## config.mk

```make
export PLATFORM = sky130hd
export DESIGN_NAME = viterbi_decoder
export DESIGN_NICKNAME = d
export VERILOG_FILES = /design/src/rtl/vdec_pkg.sv /design/src/rtl/vdec_acs.sv /design/src/rtl/viterbi_decoder.sv
export SDC_FILE = /design/constraint.sdc
export NUM_CORES = 1
export LEC_CHECK = 0
export ABC_AREA = 1
export ABC_CLOCK_PERIOD_IN_PS = 17690
export CORE_UTILIZATION = 41
export CTS_BUF_LIST = sky130_fd_sc_hd__clkbuf_16
export DETAILED_ROUTE_END_ITERATION = 7
export PLACE_DENSITY = 0.62
export SLEW_MARGIN = 20
export SYNTH_ARGS = -nofsm -noshare
export SYNTH_HDL_FRONTEND = slang
export SYNTH_SLANG_ARGS = --single-unit
```

## constraint.sdc

```tcl
create_clock -name clock -period 17.69 [get_ports clock]
set_input_delay 5.307 -clock clock [delete_from_list [all_inputs] [get_ports clock]]
set_output_delay 5.307 -clock clock [all_outputs]
set_load 0.01 [all_outputs]
```

## src/rtl/vdec_pkg.sv

```systemverilog
// Code constants and helpers for the rate-1/2, K=3 hard-decision Viterbi decoder.
// State encoding is {a,c}: a = previous data bit, c = the bit before it.
package vdec_pkg;

    localparam int         NUM_STATES = 4;
    localparam logic [2:0] G0         = 3'b110;
    localparam logic [2:0] G1         = 3'b111;

    typedef logic [1:0] vstate_t;

    // Expected {p0,p1} when data bit b leaves state s; register order is {b,a,c}.
    function automatic logic [1:0] exp_sym(input vstate_t s, input logic b);
        logic [2:0] r;
        r = {b, s};
        return {^(r & G0), ^(r & G1)};
    endfunction

    function automatic logic [1:0] hamming2(input logic [1:0] x, input logic [1:0] y);
        logic [1:0] d;
        d = x ^ y;
        return {d[1] & d[0], d[1] ^ d[0]};
    endfunction

endpackage

```

## src/rtl/vdec_acs.sv

```systemverilog
// Add-compare-select for one next state: picks the cheaper of its two predecessors.
module vdec_acs #(
    parameter int PM_W = 5
) (
    input  logic [PM_W-1:0] pm0_i,
    input  logic [PM_W-1:0] pm1_i,
    input  logic [1:0]      bm0_i,
    input  logic [1:0]      bm1_i,
    output logic [PM_W:0]   pm_o,
    output logic            dec_o
);

    logic [PM_W:0] cand0, cand1;

    assign cand0 = {1'b0, pm0_i} + {{(PM_W-1){1'b0}}, bm0_i};
    assign cand1 = {1'b0, pm1_i} + {{(PM_W-1){1'b0}}, bm1_i};

    // Ties go to the c=0 predecessor.
    assign dec_o = (cand1 < cand0);
    assign pm_o  = dec_o ? cand1 : cand0;

endmodule

```

## src/rtl/viterbi_decoder.sv

```systemverilog
// Hard-decision Viterbi decoder, register-exchange survivors, one bit per accepted pair.
// Define VDEC_ERRCNT_EN to add the err_count port (sum of best-path branch metrics).
module viterbi_decoder
    import vdec_pkg::*;
#(
    parameter int TB_DEPTH = 15,
    parameter int PM_W     = 5
) (
    input  logic        clock,
    input  logic        reset,
    input  logic        sym_valid,
    input  logic [1:0]  sym,
    output logic        out_valid,
`ifdef VDEC_ERRCNT_EN
    output logic        out_bit,
    output logic [15:0] err_count
`else
    output logic        out_bit
`endif
);

    localparam logic [PM_W:0]   PM_MAX   = {1'b0, {PM_W{1'b1}}};
    localparam logic [PM_W-1:0] PM_HALF  = {1'b1, {(PM_W-1){1'b0}}};
    localparam logic [5:0]      FILL_MAX = 6'(TB_DEPTH);

    logic [NUM_STATES-1:0][PM_W-1:0]     pm_q, pm_d;
    logic [NUM_STATES-1:0][TB_DEPTH-1:0] surv_q, surv_d;
    logic [NUM_STATES-1:0][PM_W:0]       acs_new;
    logic [NUM_STATES-1:0]               dec;
    logic [NUM_STATES-1:0]               shout;
    logic [PM_W:0]                       min_new, diff;
    vstate_t                             best;
    logic                                dec_bit;
    logic [5:0]                          fill_q;
    logic                                out_valid_q, out_bit_q;

    genvar n;
    generate
        for (n = 0; n < NUM_STATES; n++) begin : g_state
            // Next state n = {b,a}; its predecessors are {a,0} and {a,1}.
            localparam int      A  = n % 2;
            localparam logic    NB = (n / 2) != 0;
            localparam vstate_t P0 = vstate_t'(2 * A);
            localparam vstate_t P1 = vstate_t'(2 * A + 1);

            logic [1:0] bm0, bm1;

            assign bm0 = hamming2(sym, exp_sym(P0, NB));
            assign bm1 = hamming2(sym, exp_sym(P1, NB));

            vdec_acs #(.PM_W(PM_W)) u_acs (
                .pm0_i (pm_q[P0]),
                .pm1_i (pm_q[P1]),
                .bm0_i (bm0),
                .bm1_i (bm1),
                .pm_o  (acs_new[n]),
                .dec_o (dec[n])
            );

            assign surv_d[n] = dec[n] ? {surv_q[P1][TB_DEPTH-2:0], NB}
                                      : {surv_q[P0][TB_DEPTH-2:0], NB};
            // The bit pushed out of the winning path is the one TB_DEPTH pairs old.
            assign shout[n]  = dec[n] ? surv_q[P1][TB_DEPTH-1] : surv_q[P0][TB_DEPTH-1];
        end
    endgenerate

    always_comb begin
        min_new = acs_new[0];
        for (int i = 1; i < NUM_STATES; i++)
            if (acs_new[i] < min_new) min_new = acs_new[i];

        best = '0;
        for (int i = NUM_STATES - 1; i >= 0; i--)
            if (acs_new[i] == min_new) best = vstate_t'(i);

        diff = '0;
        pm_d = '0;
        for (int i = 0; i < NUM_STATES; i++) begin
            diff    = acs_new[i] - min_new;
            pm_d[i] = (diff > PM_MAX) ? PM_MAX[PM_W-1:0] : diff[PM_W-1:0];
        end

        dec_bit = shout[best];
    end

    always_ff @(posedge clock or negedge reset) begin
        if (!reset) begin
            pm_q        <= {PM_HALF, PM_HALF, PM_HALF, {PM_W{1'b0}}};
            surv_q      <= '0;
            fill_q      <= '0;
            out_valid_q <= 1'b0;
            out_bit_q   <= 1'b0;
        end else begin
            out_valid_q <= 1'b0;
            if (sym_valid) begin
                pm_q   <= pm_d;
                surv_q <= surv_d;
                if (fill_q == FILL_MAX) begin
                    out_valid_q <= 1'b1;
                    out_bit_q   <= dec_bit;
                end else begin
                    fill_q <= fill_q + 6'd1;
                end
            end
        end
    end

    assign out_valid = out_valid_q;
    assign out_bit   = out_bit_q;

`ifdef VDEC_ERRCNT_EN
    logic [15:0] errcnt_q, errcnt_d;
    logic [16:0] err_sum;

    // Stored minimum is always 0, so the new raw minimum is the best-path BM.
    assign err_sum  = {1'b0, errcnt_q} + 17'(min_new);
    assign errcnt_d = err_sum[16] ? 16'hFFFF : err_sum[15:0];

    always_ff @(posedge clock or negedge reset) begin
        if (!reset)         errcnt_q <= '0;
        else if (sym_valid) errcnt_q <= errcnt_d;
    end

    assign err_count = errcnt_q;
`endif

endmodule

```

==> Yosys cells after proc, flatten, opt, wreduce, memory -nomap -nowiden <==
Cells that the tools add are included.
{ "classes": {"add_sub_neg": 13, "n_lt_le_gt_ge": 12, "n_eq_ne": 5, "muxes": 27, "bitwise": 12, "reduce_logical": 2} }
{ "op_table": {"columns": ["op", "n"], "rows": [
  ["15-bit 2-to-1 mux", 4],
  ["5-bit by 2-bit adder with 6-bit output", 8],
  ["6-bit < comparator", 7],
  ["6-bit 2-to-1 mux", 7],
  ["6-bit == test", 4],
  ["6-bit by 5-bit greater-than comparator with 1-bit output (second input constant)", 4],
  ["6-bit subtractor", 4],
  ["5-bit 2-to-1 mux", 4],
  ["2-bit 2-to-1 mux", 4],
  ["1-bit 2-to-1 mux", 7],
  ["6-bit by 1-bit adder with 6-bit output (second input constant)", 1],
  ["6-bit by 4-bit == test with 1-bit output (second input constant)", 1],
  ["1-bit AND", 4],
  ["2-bit AND reduction", 2],
  ["1-bit XOR", 4],
  ["2-bit by 3-bit < comparator with 1-bit output (second input constant)", 1],
  ["1-bit NOT", 3],
  ["1-bit binary-select mux with 2-bit select", 1],
  ["2-bit NOT", 1]
]} }
{ "totals": {"reg_bits": 88, "in_bits": 5, "output_inout_bits": 2, "word_cells": 82} }

==> Depth between registers and ports, before layout <==
{ "logic_depth": {"ltp_word": 18, "depth_mapped": 59, "mapped_depth_nobuf": 59} }

==> Hierarchy <==
Synthesis repeated with hierarchy kept, for this count alone.
{ "unflattened": {"hier_cells": 1107, "area_unflattened_um2": 7636.1} }
{ "modules_own_cells": {"columns": ["module", "instances", "cells_per_inst", "area_each_um2", "seq_area_each_um2"], "rows": [
  ["viterbi_decoder", 1, 743, 5584.1, 2080.7],
  ["vdec_acs", 4, 91, 513.0, 0.0]
]} }

==> Least setup slack after synthesis <==
Ideal clock, no wire load.
{ "synth_timing": {"kind": "input-to-reg", "from": "input port sym[0]", "to": "register pm_q[6] (netlist name)", "setup_time_ns": 0.120, "t_arrival_ns": 11.945, "required_ns": 17.570, "setup_slack_ns": 5.625, "cell_stages": 47, "path_buffers": 2, "path_cell_list": "inv_1 > ha_1 > inv_1 > ha_1 > ha_1 > inv_1 > nand2_1 > nand2_1 > xor2_1 > ha_1 > nand2_1 > o21a_1 > nand2_1 > inv_1 > buf_2 > o21ai_0 > ha_1 > inv_1 > [... 11 more ...] > o21ai_0 > inv_1 > ha_1 > nand4_1 > nand2_1 > a21oi_4 > nand2_4 > buf_6 > o21ai_0 > ha_1 > inv_1 > o21bai_1 > a21boi_0 > nand2_1 > nand2_1 > nand3_1 > o21ai_0 > inv_1"} }
{ "synth_via": {"elab_chain_cells": 14, "elab_cells_between_ends": 35, "classes_between": "add/sub (9); order compare (8); mux (8); bitwise (10)"} }
{ "synth_rtl": {"columns": ["element", "line", "rtl"], "rows": [
  ["start, declared", "viterbi_decoder.sv:12", "input logic [1:0] sym,"],
  ["2-bit NOT (no line) or 1-bit NOT (tied branches)", null, null],
  ["1-bit XOR or 1-bit AND (tied branches)", "vdec_pkg.sv:21", "return {d[1] & d[0], d[1] ^ d[0]};"],
  ["5-bit by 2-bit adder with 6-bit output, on equally long branches", "vdec_acs.sv:15, vdec_acs.sv:16", null],
  ["6-bit < comparator", "vdec_acs.sv:19", "assign dec_o = (cand1 < cand0);"],
  ["6-bit 2-to-1 mux", "vdec_acs.sv:20", "assign pm_o = dec_o ? cand1 : cand0;"],
  ["6-bit < comparator", "viterbi_decoder.sv:70", "if (acs_new[i] < min_new) min_new = acs_new[i];"],
  ["6-bit 2-to-1 mux", "viterbi_decoder.sv:70", null],
  ["6-bit < comparator", "viterbi_decoder.sv:70", null],
  ["6-bit 2-to-1 mux", "viterbi_decoder.sv:70", null],
  ["6-bit < comparator", "viterbi_decoder.sv:70", null],
  ["6-bit 2-to-1 mux", "viterbi_decoder.sv:70", null],
  ["6-bit subtractor (*)", "viterbi_decoder.sv:79", "diff = acs_new[i] - min_new;"],
  ["6-bit by 5-bit greater-than comparator with 1-bit output", "viterbi_decoder.sv:80", "pm_d[i] = (diff > PM_MAX) ? PM_MAX[PM_W-1:0] : diff[PM_W-1:0];"],
  ["5-bit 2-to-1 mux (*)", "viterbi_decoder.sv:80", null],
  ["end signal, assigned", "viterbi_decoder.sv:88", "pm_q <= {PM_HALF, PM_HALF, PM_HALF, {PM_W{1'b0}}};"],
  ["end signal, assigned", "viterbi_decoder.sv:96", "pm_q <= pm_d;"],
  ["end, declared", "viterbi_decoder.sv:26", "logic [NUM_STATES-1:0][PM_W-1:0] pm_q, pm_d;"]
]} }
Every way passes the cells marked *; elsewhere a longest branch is shown, timed or not.
A chain may end at the register's enable or synchronous reset.

==> Worst setup path in the final report <==
Same ends and word-level chain as after synthesis.

==> out/metrics.cfg <==
[synthesis]
syn_avg_cell_area_um2=6.88
synth.distinct_cells=44
synthFlopType=dfrtp_1
synth_compound_area_frac=0.156
syn_nets=1119
netlist_instances=1048
synth-seq-cells=83
muxShareOfSynthArea=0.00156
synth_fa_ha_area_frac=0.114
synth_xor_xnor_area_share=0.0517
synthSimpleGateAreaFrac=0.294
synth_edf_count=0
syn_area_mm2=0.00721
synth_top_family_by_area=simple AND/OR/NAND/NOR gates
seq_area_frac_synth=0.288
async_flop_share=1.00
synth_warnings=0

[critical_path]
required_ns=17.93
reg2reg_slack_ns=8.90
reg2reg_to=pm_q[6]
critical_path_class=input pin to flip-flop
worstPathMaxFanout=22
cp_slowest_cell=o21ai_0
endpoint_kind=flip-flop
r2r_start=pm_q[11]
crit_path_start=sym[0]
critPathMaxStageDelay_ns=0.66
cp-start-kind=input pin
endpoint=pm_q[6]
reg2reg_depth=42
arrival_ns=14.61

[routing]
wl_per_cell_um=14.2
wirelength_um=18000
drtIter0Drc=421
num_vias=6506
drt_first_pass_iters=5
avgViaCountPerCell=5.12
drtAntennaViolNets=0
drc=0

[floorplan]
pin_count=7
dieArea_mm2=0.0181
die_w_um=135
core_area_mm2=0.0172
initial_core_util=0.419
rows=48
fp.dieH_um=135

[finish]
final_cell_mix=248 x nand2_1, 148 x inv_1, 136 x o21ai_0, 86 x nor2_1, 80 x dfrtp_1
stdcell_area_mm2=0.00777
nFillCells=1746
regArea_mm2=0.00208
multi_input_area_mm2=0.00446
syn_to_final_growth_pct=7.77
final_nets=1111
n_antenna_cell=0
drive_gt1_frac=0.0737
final_common_cell=nand2_1

[cts]
post-cts-setup-buffers=0
cts_buffers=9
cts_max_level=3
clk_pin_slew_ns=0.07
clk_path_buf_depth=2
cts_sinks=83
clk_latency_ns=0.35
hold_buffers=0
cts.repair.resized=0
cts_tree=built
clock-root-buffer=clkbuf_16

[place]
dpl-instance-area_mm2=0.00746
portBuffers=6
hpwl_um=13700
gp_congestion=0.904

[worst_hold_path]
hold_class=flip-flop to flip-flop

[sta]
setup_viol=0
fmax_ghz=0.0696
slew_viol_final=0
fin_setup_tns_ns=0
timing.final.crit_share=0.813
fin_crit_ns=14.38
tightest_slew_ns=0.863
timing.slew.headroom=0.419
clock_skew_ns=0.00941
rsz0062_at_grt=false
hold_viol_final=0

[global_route]
grt_max_degree=78
grt_pass1_vias=6202
antenna_found_initial=0
grt_pass1_wl_um=30600
grt-ovfl-total=0
track_usage=0.211

[run]
drv_cap=0

[run_status]
status=finished clean

==> sequential cells by signal, indices dropped and copies added (netlist names) <==
signal and flops:
out_valid 1, pm_q 20, out_bit 1, fill_q 6, surv_q 55
==> metal layers <==
| layer | vias up | global-route usage | share of wire |
|---|---|---|---|
| met2 | 94 | 0.357 | 0.47 |
| li1 | 3358 | - | - |
| met4 | 0 | 0.0730 | 0.023 |
| met3 | 24 | 0.0244 | 0.027 |
| met1 | 3030 | 0.280 | 0.48 |
| met5 | - | 0 | 0 |
==> synthesized netlist by cell type, types with 3 or more instances <==
cell,n,area (um^2)
clkbuf_1,25,93.8
nand3_2,5,50.1
nand3_1,73,365
ha_1,66,826
xnor2_1,4,35.0
o21a_1,8,60.1
o21ai_0,136,681
o21ai_1,5,25.0
nand4_1,9,56.3
nand2_1,248,931
nand2_2,15,93.8
nor3_1,4,20.0
dfstp_2,3,78.8
dfrtp_1,80,2000
nor2_4,5,56.3
nand3b_1,4,30.0
nor2_2,4,25.0
and2_1,4,25.0
a21oi_1,43,215
o21bai_1,5,37.5
or2_2,5,31.3
inv_1,146,548
xor2_1,33,289
nand2_4,5,56.3
nor2_1,86,323
==> cell type report <==
| type | instances | area share |
|---|---|---|
| Clock inverter | 7 | 0.0111 |
| Inverter | 148 | 0.0715 |
| Multi-Input combinational cell | 787 | 0.573 |
| Timing Repair Buffer | 11 | 0.0116 |
| Clock buffer | 9 | 0.0290 |
| Tap cell | 225 | 0.0362 |
| Sequential cell | 83 | 0.268 |
==> how the worst min path moves through the flow <==
stage               startpoint  cells past startpoint          to
floorplan           surv_q[45]                      1  surv_q[45]
global placement    surv_q[45]                      1  surv_q[45]
detailed placement  surv_q[16]                      2  surv_q[16]
CTS                 surv_q[45]                      1  surv_q[45]
global route        surv_q[45]                      1  surv_q[45]
finish              surv_q[16]                      2  surv_q[16]
==> worst max-delay path: cells and delay by family <==
| kind | cells | cell delay [ns] |
|---|---|---|
| adder cells (fa/ha/maj) | 8 | 2.45 |
| buffers and inverters | 10 | 1.68 |
| AO/OA/AOI/OAI | 11 | 3.08 |
| AND/OR/NAND/NOR | 16 | 1.91 |
| XOR/XNOR | 1 | 0.16 |
==> cells by family (layout without fill, tap and decap cells) <==
logic type               after synthesis  in the layout
AO/OA/AOI/OAI                        208            208
XOR/XNOR                              40             40
adder cells (fa/ha/maj)               66             66
buffers and inverters                178            175
flip-flops                            83             83
multiplexers                           1              1
AND/OR/NAND/NOR                      472            472
==> stage by stage <==
stage	setup WS [ns]	hold slack, ns	std cells	util
3_3_place_gp	3.45	0.451	1254	0.433
4_1_cts	3.37	0.473	1270	0.451
2_1_floorplan	5.63	0.439	1048	-
6_report	3.31	0.471	1270	0.451
3_5_place_dp	3.10	0.459	1254	0.433
5_1_grt	2.53	0.503	1270	0.451
Power is not shown: default switching activity piles up to over one toggle a cycle in this logic, so the estimate is an artifact.
